File: src/rtl/noise_pkg.sv
// Shared types and constant helpers for the sliding-window fetch controller.
// Holds the FSM state encoding and the window-side arithmetic used by the top and the tap counter.
package noise_pkg;

    typedef enum logic [2:0] {
        IDLE = 3'd0,
        REQ  = 3'd1,
        WAIT = 3'd2,
        OUT  = 3'd3,
        DONE = 3'd4
    } fetch_state_t;

    // Window side length K for a radius n.
    function automatic int win_side(input int n);
        return 2 * n + 1;
    endfunction

    // Index width able to hold 0..k-1, never narrower than one bit.
    function automatic int idx_width(input int k);
        return (k <= 2) ? 1 : $clog2(k);
    endfunction

endpackage

File: src/rtl/window_fetch_ctrl_if.sv
// Pixel-memory read port and window-tap stream between the fetch controller and its neighbours.
// The master side is the controller; the slave side is the memory plus the downstream detector.
interface window_fetch_ctrl_if #(
    parameter int ADDR_WIDTH = 8
);
    logic                  rd_req;
    logic [ADDR_WIDTH-1:0] rd_addr;
    logic                  rd_gnt;
    logic                  rd_valid;
    logic [7:0]            rd_data;

    logic                  win_valid;
    logic [7:0]            win_data;
    logic                  win_first;
    logic                  win_last;
    logic                  win_ready;

    modport master (
        output rd_req, rd_addr, win_valid, win_data, win_first, win_last,
        input  rd_gnt, rd_valid, rd_data, win_ready
    );

    modport slave (
        input  rd_req, rd_addr, win_valid, win_data, win_first, win_last,
        output rd_gnt, rd_valid, rd_data, win_ready
    );
endinterface

File: src/rtl/window_tap_counter.sv
// Nested dy/dx tap index counter for one KxK window; dx is the inner (fast) index.
// Indices run 0..K-1 and are offset by the window radius in the address datapath.
module window_tap_counter
    import noise_pkg::*;
#(
    parameter int K  = 5,
    parameter int IW = idx_width(K)
) (
    input  logic          clk,
    input  logic          rst_n,
    input  logic          clr,
    input  logic          inc,
    output logic [IW-1:0] dy_idx,
    output logic [IW-1:0] dx_idx,
    output logic          first,
    output logic          last,
    output logic          wrap
);

    localparam logic [IW-1:0] LAST_IDX = IW'(K - 1);

    logic [IW-1:0] r_dy;
    logic [IW-1:0] r_dx;
    logic          w_dx_end;
    logic          w_dy_end;

    assign w_dx_end = (r_dx == LAST_IDX);
    assign w_dy_end = (r_dy == LAST_IDX);

    always_ff @(posedge clk or negedge rst_n) begin
        if (!rst_n) begin
            r_dy <= '0;
            r_dx <= '0;
        end else if (clr) begin
            r_dy <= '0;
            r_dx <= '0;
        end else if (inc) begin
            if (w_dx_end) begin
                r_dx <= '0;
                r_dy <= w_dy_end ? '0 : r_dy + 1'b1;
            end else begin
                r_dx <= r_dx + 1'b1;
            end
        end
    end

    assign dy_idx = r_dy;
    assign dx_idx = r_dx;
    assign first  = (r_dy == '0) && (r_dx == '0);
    assign last   = w_dy_end && w_dx_end;
    assign wrap   = inc && w_dy_end && w_dx_end;

endmodule

File: src/rtl/window_fetch_ctrl.sv
// Walks every valid window center of an MxN image row-major and fetches its KxK taps one
// read at a time, handing each returned pixel to the detector over a valid/ready stream.
module window_fetch_ctrl
    import noise_pkg::*;
#(
    parameter int ADDR_WIDTH = 8,
    parameter int WINDOW_N   = 2
) (
    input  logic                  clk,
    input  logic                  rst,
    input  logic                  start,
    input  logic [15:0]           M,
    input  logic [15:0]           N,
    window_fetch_ctrl_if.master   bus,
    output logic [ADDR_WIDTH-1:0] center_addr,
    output logic                  busy,
    output logic                  frame_done,
    output logic                  frame_err
);

    localparam int          K   = win_side(WINDOW_N);
    localparam int          IW  = idx_width(K);
    localparam logic [31:0] W32 = 32'(WINDOW_N);
    localparam logic [31:0] K32 = 32'(K);
    localparam logic [15:0] W16 = 16'(WINDOW_N);

    fetch_state_t  r_state;
    fetch_state_t  w_state_next;

    logic [15:0]   r_m;
    logic [15:0]   r_n;
    logic [15:0]   r_i;
    logic [15:0]   r_j;
    logic [7:0]    r_win_data;
    logic          r_frame_err;

    logic          w_accept;
    logic          w_dims_bad;
    logic          w_tap_adv;
    logic          w_tap_first;
    logic          w_tap_last;
    logic          w_tap_wrap;
    logic          w_i_last;
    logic          w_j_last;
    logic          w_frame_last;
    logic [IW-1:0] w_dy_idx;
    logic [IW-1:0] w_dx_idx;
    logic [31:0]   w_row;
    logic [31:0]   w_col;
    logic [31:0]   w_rd_addr32;
    logic [31:0]   w_center32;

    window_tap_counter #(
        .K  (K),
        .IW (IW)
    ) u_tap_counter (
        .clk    (clk),
        .rst_n  (rst),
        .clr    (w_accept),
        .inc    (w_tap_adv),
        .dy_idx (w_dy_idx),
        .dx_idx (w_dx_idx),
        .first  (w_tap_first),
        .last   (w_tap_last),
        .wrap   (w_tap_wrap)
    );

    // A frame with no complete window is finished immediately without touching memory.
    assign w_dims_bad   = ({16'd0, M} < K32) || ({16'd0, N} < K32);
    assign w_j_last     = ({16'd0, r_j} == ({16'd0, r_n} - W32 - 32'd1));
    assign w_i_last     = ({16'd0, r_i} == ({16'd0, r_m} - W32 - 32'd1));
    assign w_tap_adv    = (r_state == OUT) && bus.win_ready;
    assign w_frame_last = w_tap_last && w_j_last && w_i_last;

    always_ff @(posedge clk or negedge rst) begin
        if (!rst) begin
            r_state <= IDLE;
        end else begin
            r_state <= w_state_next;
        end
    end

    always_comb begin
        w_state_next = r_state;
        w_accept     = 1'b0;
        case (r_state)
            IDLE: begin
                if (start) begin
                    w_accept     = 1'b1;
                    w_state_next = w_dims_bad ? DONE : REQ;
                end
            end
            REQ:  if (bus.rd_gnt)    w_state_next = WAIT;
            WAIT: if (bus.rd_valid)  w_state_next = OUT;
            OUT:  if (bus.win_ready) w_state_next = w_frame_last ? DONE : REQ;
            DONE: w_state_next = IDLE;
            default: w_state_next = IDLE;
        endcase
    end

    // Dimensions are captured only on an accepted start so mid-frame input changes are inert.
    always_ff @(posedge clk or negedge rst) begin
        if (!rst) begin
            r_m         <= '0;
            r_n         <= '0;
            r_i         <= '0;
            r_j         <= '0;
            r_win_data  <= '0;
            r_frame_err <= 1'b0;
        end else begin
            if (w_accept) begin
                r_m         <= M;
                r_n         <= N;
                r_i         <= W16;
                r_j         <= W16;
                r_frame_err <= w_dims_bad;
            end
            if ((r_state == WAIT) && bus.rd_valid) begin
                r_win_data <= bus.rd_data;
            end
            if (w_tap_wrap) begin
                if (w_j_last) begin
                    r_j <= W16;
                    if (!w_i_last) begin
                        r_i <= r_i + 16'd1;
                    end
                end else begin
                    r_j <= r_j + 16'd1;
                end
            end
        end
    end

    // Tap indices are 0-based, so the radius is subtracted to get signed offsets around the center.
    assign w_row       = {16'd0, r_i} + 32'(w_dy_idx) - W32;
    assign w_col       = {16'd0, r_j} + 32'(w_dx_idx) - W32;
    assign w_rd_addr32 = w_row * {16'd0, r_n} + w_col;
    assign w_center32  = {16'd0, r_i} * {16'd0, r_n} + {16'd0, r_j};

    assign bus.rd_req    = (r_state == REQ);
    assign bus.rd_addr   = (r_state == REQ) ? ADDR_WIDTH'(w_rd_addr32) : '0;
    assign bus.win_valid = (r_state == OUT);
    assign bus.win_data  = r_win_data;
    assign bus.win_first = (r_state == OUT) && w_tap_first;
    assign bus.win_last  = (r_state == OUT) && w_tap_last;

    assign center_addr = ADDR_WIDTH'(w_center32);
    assign busy        = (r_state == REQ) || (r_state == WAIT) || (r_state == OUT);
    assign frame_done  = (r_state == DONE);
    assign frame_err   = r_frame_err;

endmodule

File: src/flat_wrapper.sv
// flat-port wrapper written by rule: the top's interface ports become plain ports
module window_fetch_ctrl_flat import noise_pkg::*;
#(
    parameter int ADDR_WIDTH = 8,
    parameter int WINDOW_N   = 2
)
  (clk, rst, start, M, N, center_addr, busy, frame_done, frame_err, bus_rd_req, bus_rd_addr, bus_win_valid, bus_win_data, bus_win_first, bus_win_last, bus_rd_gnt, bus_rd_valid, bus_rd_data, bus_win_ready);
  window_fetch_ctrl_if #(.ADDR_WIDTH(ADDR_WIDTH)) bus_i ();
  input  logic clk;
  input  logic rst;
  input  logic start;
  input  logic [15:0] M;
  input  logic [15:0] N;
  output logic [ADDR_WIDTH-1:0] center_addr;
  output logic busy;
  output logic frame_done;
  output logic frame_err;
  output wire logic [$bits(bus_i.rd_req)-1:0] bus_rd_req;
  output wire logic [$bits(bus_i.rd_addr)-1:0] bus_rd_addr;
  output wire logic [$bits(bus_i.win_valid)-1:0] bus_win_valid;
  output wire logic [$bits(bus_i.win_data)-1:0] bus_win_data;
  output wire logic [$bits(bus_i.win_first)-1:0] bus_win_first;
  output wire logic [$bits(bus_i.win_last)-1:0] bus_win_last;
  input wire logic [$bits(bus_i.rd_gnt)-1:0] bus_rd_gnt;
  input wire logic [$bits(bus_i.rd_valid)-1:0] bus_rd_valid;
  input wire logic [$bits(bus_i.rd_data)-1:0] bus_rd_data;
  input wire logic [$bits(bus_i.win_ready)-1:0] bus_win_ready;
  assign bus_rd_req = bus_i.rd_req;
  assign bus_rd_addr = bus_i.rd_addr;
  assign bus_win_valid = bus_i.win_valid;
  assign bus_win_data = bus_i.win_data;
  assign bus_win_first = bus_i.win_first;
  assign bus_win_last = bus_i.win_last;
  assign bus_i.rd_gnt = bus_rd_gnt;
  assign bus_i.rd_valid = bus_rd_valid;
  assign bus_i.rd_data = bus_rd_data;
  assign bus_i.win_ready = bus_win_ready;
  window_fetch_ctrl #(.ADDR_WIDTH(ADDR_WIDTH), .WINDOW_N(WINDOW_N)) u_core (.clk(clk), .rst(rst), .start(start), .M(M), .N(N), .bus(bus_i), .center_addr(center_addr), .busy(busy), .frame_done(frame_done), .frame_err(frame_err));
endmodule
File: config.mk
export PLATFORM = sky130hd
export DESIGN_NAME = window_fetch_ctrl_flat
export DESIGN_NICKNAME = d
export VERILOG_FILES = /design/src/rtl/noise_pkg.sv /design/src/rtl/window_fetch_ctrl_if.sv /design/src/rtl/window_tap_counter.sv /design/src/rtl/window_fetch_ctrl.sv /design/src/flat_wrapper.sv
export SDC_FILE = /design/constraint.sdc
export NUM_CORES = 1
export LEC_CHECK = 0
export ABC_AREA = 1
export CAP_MARGIN = 20
export CORE_AREA = 2 2 231 119
export DETAILED_ROUTE_END_ITERATION = 8
export DIE_AREA = 0 0 233 121
export SYNTH_ARGS = -nofsm -noshare
export SYNTH_HDL_FRONTEND = slang
export SYNTH_SLANG_ARGS = --single-unit
export TNS_END_PERCENT = 100
File: constraint.sdc
create_clock -name clk -period 6.7 [get_ports clk]
set_input_delay 1.005 -clock clk [delete_from_list [all_inputs] [get_ports clk]]
set_output_delay 1.005 -clock clk [all_outputs]
set_load 0.01 [all_outputs]
[Yosys cells after proc, flatten, opt, wreduce, memory -nomap -nowiden]
Cells that the tools add are included.
Cells by class
  $add $sub $neg: 14
  multipliers: 2
  magnitude comparators: 2
  eq/ne operators: 12
  mux-type cells: 24
  reduce and logical (&&, ||, !) cells: 21
Operators with widths (count)
  16-bit two-way mux: 7
  16-bit by 32-bit == test with 1-bit output: 2
  32-bit by 1-bit subtractor with 32-bit output, second input constant: 2
  3-bit two-way mux: 13
  16-bit by 2-bit subtractor with 17-bit output, second input constant: 2
  16-bit by 1-bit adder with 16-bit output, second input constant: 2
  16-bit by 3-bit less-than comparator with 1-bit output, second input constant: 2
  32-bit by 16-bit multiplier with 8-bit output: 1
  32-bit by 2-bit subtractor with 32-bit output, second input constant: 1
  16-bit by 3-bit adder with 17-bit output: 1
  8-bit adder: 2
  16-bit by 16-bit multiplier with 8-bit output: 1
  3-bit one-hot mux with 4 select lines: 1
  1-bit logical AND: 10
  3-bit == test, second input constant: 3
  3-bit zero test: 3
  8-bit by 3-bit adder with 8-bit output: 1
  8-bit two-way mux: 1
  8-bit by 2-bit subtractor with 8-bit output, second input constant: 1
  3-bit by 1-bit adder with 3-bit output, second input constant: 2
  3-bit by 2-bit == test with 1-bit output, second input constant: 2
  2-bit nonzero test: 3
  2-bit by 1-bit != test with 1-bit output, second input constant: 2
  2-bit != test, second input constant: 2
  5 further kinds: 8
Storage, ports and cells
  flip-flop bits (word level): 82
  input port bits: 46
  logic and storage cells: 84

[Depth between registers and ports, before layout]
  depth in word-level cells: 8
  mapped depth: 31
  gate-level depth less buffers: 31

[Modules after synthesis]
A second synthesis with hierarchy kept.
Unflattened totals
  cells, all modules: 1397
  area, all modules: 9258.9 um2
Modules (own cells, without submodules)
  window_fetch_ctrl: times used 1, cells an instance 1350, area an instance 8896.0 um2, sequential area each 1901.8 um2
  window_tap_counter: times used 1, cells an instance 47, area an instance 362.8 um2, sequential area each 150.1 um2

[Least setup slack after synthesis]
No wires, ideal clock.
  path kind: register -> output
  start point: reg u_core.r_i[1]
  end point: out bus_rd_addr[7]
  arrival: 6.197 ns
  required time: 5.695 ns
  slack: -0.502 ns
  cell stages (with the launch flop): 26
  buffers on the path: 1
  cells stage by stage: dfrtp_1 -> clkbuf_1 -> inv_1 -> fa_1 -> inv_1 -> nor3_1 -> xor2_1 -> nand2_1 -> fa_1 -> fa_1 -> inv_1 -> fa_1 -> fa_1 -> inv_1 -> fa_1 -> inv_1 -> ha_1 -> inv_1 -> or2_2 -> nand2_1 -> a21oi_1 -> xor2_1 -> xor2_1 -> xnor2_1 -> o21ai_0 -> nor2_1
On the way
  cells in the longest elaborated chain, start to end: 5
Ends and longest elaborated chain
  from (decl): RTL line window_fetch_ctrl.sv:32  | logic [15:0] r_i;
  from (signal assigned): RTL line window_fetch_ctrl.sv:125  | r_i <= r_i + 16'd1;
  16-bit by 3-bit adder with 17-bit output: RTL line window_fetch_ctrl.sv:135  | assign w_row = {16'd0, r_i} + 32'(w_dy_idx) - W32;
  32-bit by 2-bit subtractor with 32-bit output: RTL line window_fetch_ctrl.sv:135
  32-bit by 16-bit multiplier with 8-bit output: RTL line window_fetch_ctrl.sv:137  | assign w_rd_addr32 = w_row * {16'd0, r_n} + w_col;
  8-bit adder: RTL line window_fetch_ctrl.sv:137
  8-bit two-way mux: RTL line window_fetch_ctrl.sv:141  | assign bus.rd_addr = (r_state == REQ) ? ADDR_WIDTH'(w_rd_addr32) : '0;
  to (decl): RTL line flat_wrapper.sv:19  | output wire logic [$bits(bus_i.rd_addr)-1:0] bus_rd_addr;
No other way between the ends.

[Worst setup path in the final report]
  start point: reg u_core.u_tap_counter.r_dy[0] (netlist: u_core.u_tap_counter.dy_idx[0])
  end point: out bus_rd_addr[7]
On the way
  cells in the longest elaborated chain, start to end: 5
Ends and longest elaborated chain
  from (decl): RTL line window_tap_counter.sv:22  | logic [IW-1:0] r_dy;
  from (signal assigned): RTL line window_tap_counter.sv:40  | r_dy <= w_dy_end ? '0 : r_dy + 1'b1;
  16-bit by 3-bit adder with 17-bit output: RTL line window_fetch_ctrl.sv:135
  32-bit by 2-bit subtractor with 32-bit output: RTL line window_fetch_ctrl.sv:135
  32-bit by 16-bit multiplier with 8-bit output: RTL line window_fetch_ctrl.sv:137
  8-bit adder: RTL line window_fetch_ctrl.sv:137
  8-bit two-way mux: RTL line window_fetch_ctrl.sv:141
No other way between the ends.

==> metrics.md <==
| Metric | Value |
|---|---|
| Netlist cell types | `42` |
| Final Cycle Share | `109%` |
| Initial core utilization | `35.8%` |
| Setup WS post-layout | `-0.596 ns` |
| CTS tree | `done` |
| Status | `finished with violations` |
| HP Class | `reg2reg` |
| Clk sinks | `82` |
| Diodes inserted | `0` |
| Commonest non-fill, non-tap cell in the layout | `nand2_1` |
| Mean number of vias per cell | `4.69` |
| Synthesized flop and latch total | `82` |
| RD Place Congestion | `0.900` |
| DPL Wire Length | `20500 um` |
| Routed WL per cell | `13.1 um` |
| Die height | `121 um` |
| Slew Limit Fails | `0` |
| Core area | `26100 um2` |
| Max clock buf depth | `2` |
| Total Routing Usage GR | `18.9%` |
| Via count | `9069` |
| Crit path largest cell delay | `0.49 ns` |
| Drt drc | `0` |
| Post-Syn Instances | `1458` |
| Largest net degree at the start of global routing | `62` |
| First-pass GRT wire length | `42000 um` |
| Worst-path clk slew | `0.07 ns` |
| H-tree Lvls | `3` |
| Footprint of the multi-input gates | `6400 um2` |
| Initial DRT Pass Iterations | `5` |
| Sequential-to-total area share from yosys stat | `22.0%` |
| Row count | `42` |
| Share of layout cells above drive strength 1 | `11.8%` |
| Hold Worst Slack | `0.502 ns` |
| Die area | `28200 um2` |
| Critical-path maximum fanout | `2` |
| Cell taking the most area after synthesis | `dfrtp_1` |
| Critical path endpoint category | `primary output` |
| Post-CTS Hold Fix Bufs | `0` |
| Max cap viols | `0` |
| Critical path arrival | `6.29 ns` |
| Antenna violations before repair | `0` |
| Synth-to-Final Area Change | `22.0%` |
| Clock Latency Late Sink | `0.36 ns` |
| Mapped Area | `9340 um2` |
| Worst path slowest cell | `fa_1` |
| Max Clock Freq | `137 MHz` |
| Kind of critical path | `reg2out` |
| Setup TNS | `-0.596 ns` |
| Syn_nets | `1596` |
| Grt total ovfl | `0` |
| Synth warn | `0` |
| Die X | `233 um` |
| Total routed wirelength | `25400 um` |
| Fraction of synthesis flops using an asynchronous set or reset pin | `100%` |
| Top cell by count, worst path | `fa_1` |
| Final hold viol count | `0` |
| Crit path required time | `5.69 ns` |
| Max Clock Skew | `0.00807 ns` |
| Layout net count | `1715` |
| Filler Cell Count | `2751` |
| Post-synth EDFFs | `0` |
| Antenna Nets Post-Route | `0` |
| Mean cell area of the mapped netlist | `6.41 um2` |
| Root Driver | `clkbuf_16` |
| RSZ-0062 raised after global routing | `true` |
| Worst setup SP type | `register` |
| Number of global-route vias before repair | `8425` |
| Share of the synthesized area in the top cell type | `22.0%` |
| Max-Slew Margin vs Limit | `45.3%` |
| Worst slew pin tran | `0.821 ns` |
| Commonest non-fill, non-tap cells in the layout | `nand2_1 (452), inv_1 (246), nor2_1 (148)` |
| Num ports | `77` |
| Sequential cell area | `2050 um2` |
| Failing checks | `negative setup slack` |
| Final setup fails | `1` |
| Cts bufs inserted | `9` |
| Fin util | `43.7%` |
| Top post-synthesis cells by area | `dfrtp_1 (22%), nand2_1 (18%), inv_1 (10%)` |
| DR iter-0 viols | `471` |
| Ys flop type | `dfrtp_1` |
| Min Tclk post-route | `7.30 ns` |
| Port Buffers | `76` |
[Yosys cell counts, drive strengths merged, types with 8 or more instances]
| library cell | count |
|---|---|
| fa | 43 |
| nor3 | 15 |
| xnor2 | 16 |
| dfrtp | 82 |
| nor2 | 175 |
| nand3 | 130 |
| buf | 8 |
| nand3b | 8 |
| nand4 | 18 |
| nand2 | 470 |
| ha | 49 |
| o21ai | 62 |
| inv | 263 |
| mux2 | 8 |
| o22ai | 10 |
| clkbuf | 20 |
| a21oi | 19 |
| xor2 | 39 |
[path summary, 6_finish.rpt]
path	startpoint	endpoint	slack (ns)	depth (start not counted)
worst max-delay path	u_core.u_tap_counter.dy_idx[0]$_DFFE_PN0P_	bus_rd_addr[7]	-0.60	32
max in group asynchronous	rst	u_core.r_j[4]$_DFFE_PN0P_	5.05	2
worst max register to register	u_core.r_n[2]$_DFFE_PN0P_	u_core.r_i[1]$_DFF_PN0_	2.81	19
worst min-delay path	u_core.bus.win_data[3]$_DFFE_PN0P_	u_core.bus.win_data[3]$_DFFE_PN0P_	0.50	1
min in group asynchronous	rst	u_core.r_m[2]$_DFFE_PN0P_	0.52	1
worst min register to register	u_core.bus.win_data[3]$_DFFE_PN0P_	u_core.bus.win_data[3]$_DFFE_PN0P_	0.50	1
[metrics by stage]
step,setup WS [ns],cell area (um2),std cells
floorplan,-0.0410,9420,1458
global placement,-0.675,10900,1908
detailed placement,-0.718,10900,1908
CTS,-0.620,11300,1932
global route,-0.965,11400,1934
finish,-0.596,11400,1934
[cell families (layout without fill, tap and decap cells)]
group | Yosys count | after routing | share of synthesized area, %
AO/OA/AOI/OAI | 96 | 96 | 5.46
XOR/XNOR | 56 | 56 | 5.41
adder cells (fa/ha/maj) | 92 | 92 | 15.8
buffers and inverters | 293 | 417 | 12.1
flip-flops | 82 | 82 | 22.0
multiplexers | 9 | 9 | 1.07
AND/OR/NAND/NOR | 830 | 830 | 38.2
[state kept, by name (all words and copies together) (netlist names)]
name and count:
u_core.r_i 16, u_core.u_tap_counter.dx_idx 3, u_core.u_tap_counter.dy_idx 3, u_core.r_state 3, u_core.r_n 16, u_core.r_m 16, u_core.bus.win_data 8, u_core.r_j 16
u_core.frame_err 1
[area by class of cell]
cell class / instances / area share [%]
Clock inverter: 6 / 0.636
Timing Repair Buffer: 136 / 10.6
Sequential cell: 82 / 18.0
Multi-Input combinational cell: 1083 / 56.1
Clock buffer: 10 / 2.10
Tap cell: 352 / 3.86
Inverter: 265 / 8.73
[routing by layer]
layer	vias to the layer above	GRT usage, %	wire length [um]	share of wire, %
li1	4736	-	-	-
met5	-	0	0	0
met4	0	5.29	512	2.0
met2	156	30.7	11400	45
met3	25	2.98	984	3.9
met1	4152	26.2	12600	49
[what timing repair did]
item | CTS | global route
setup endpoints to repair | 5 | 5
buffers inserted | 8 | 2
gates resized for setup | 22 | 32
endpoints found under the hold margin | 0 | 0
pin swaps | 11 | 22
[critical path: cells and delay by family (launching register included)]
family	cells	cell delay (ns)
buffers and inverters	8	0.51
AO/OA/AOI/OAI	1	0.06
AND/OR/NAND/NOR	11	1.18
flip-flops	1	0.36
XOR/XNOR	4	0.65
adder cells (fa/ha/maj)	8	3.15
Power is not shown: default switching activity piles up to over one toggle a cycle in this logic, so the estimate is an artifact.
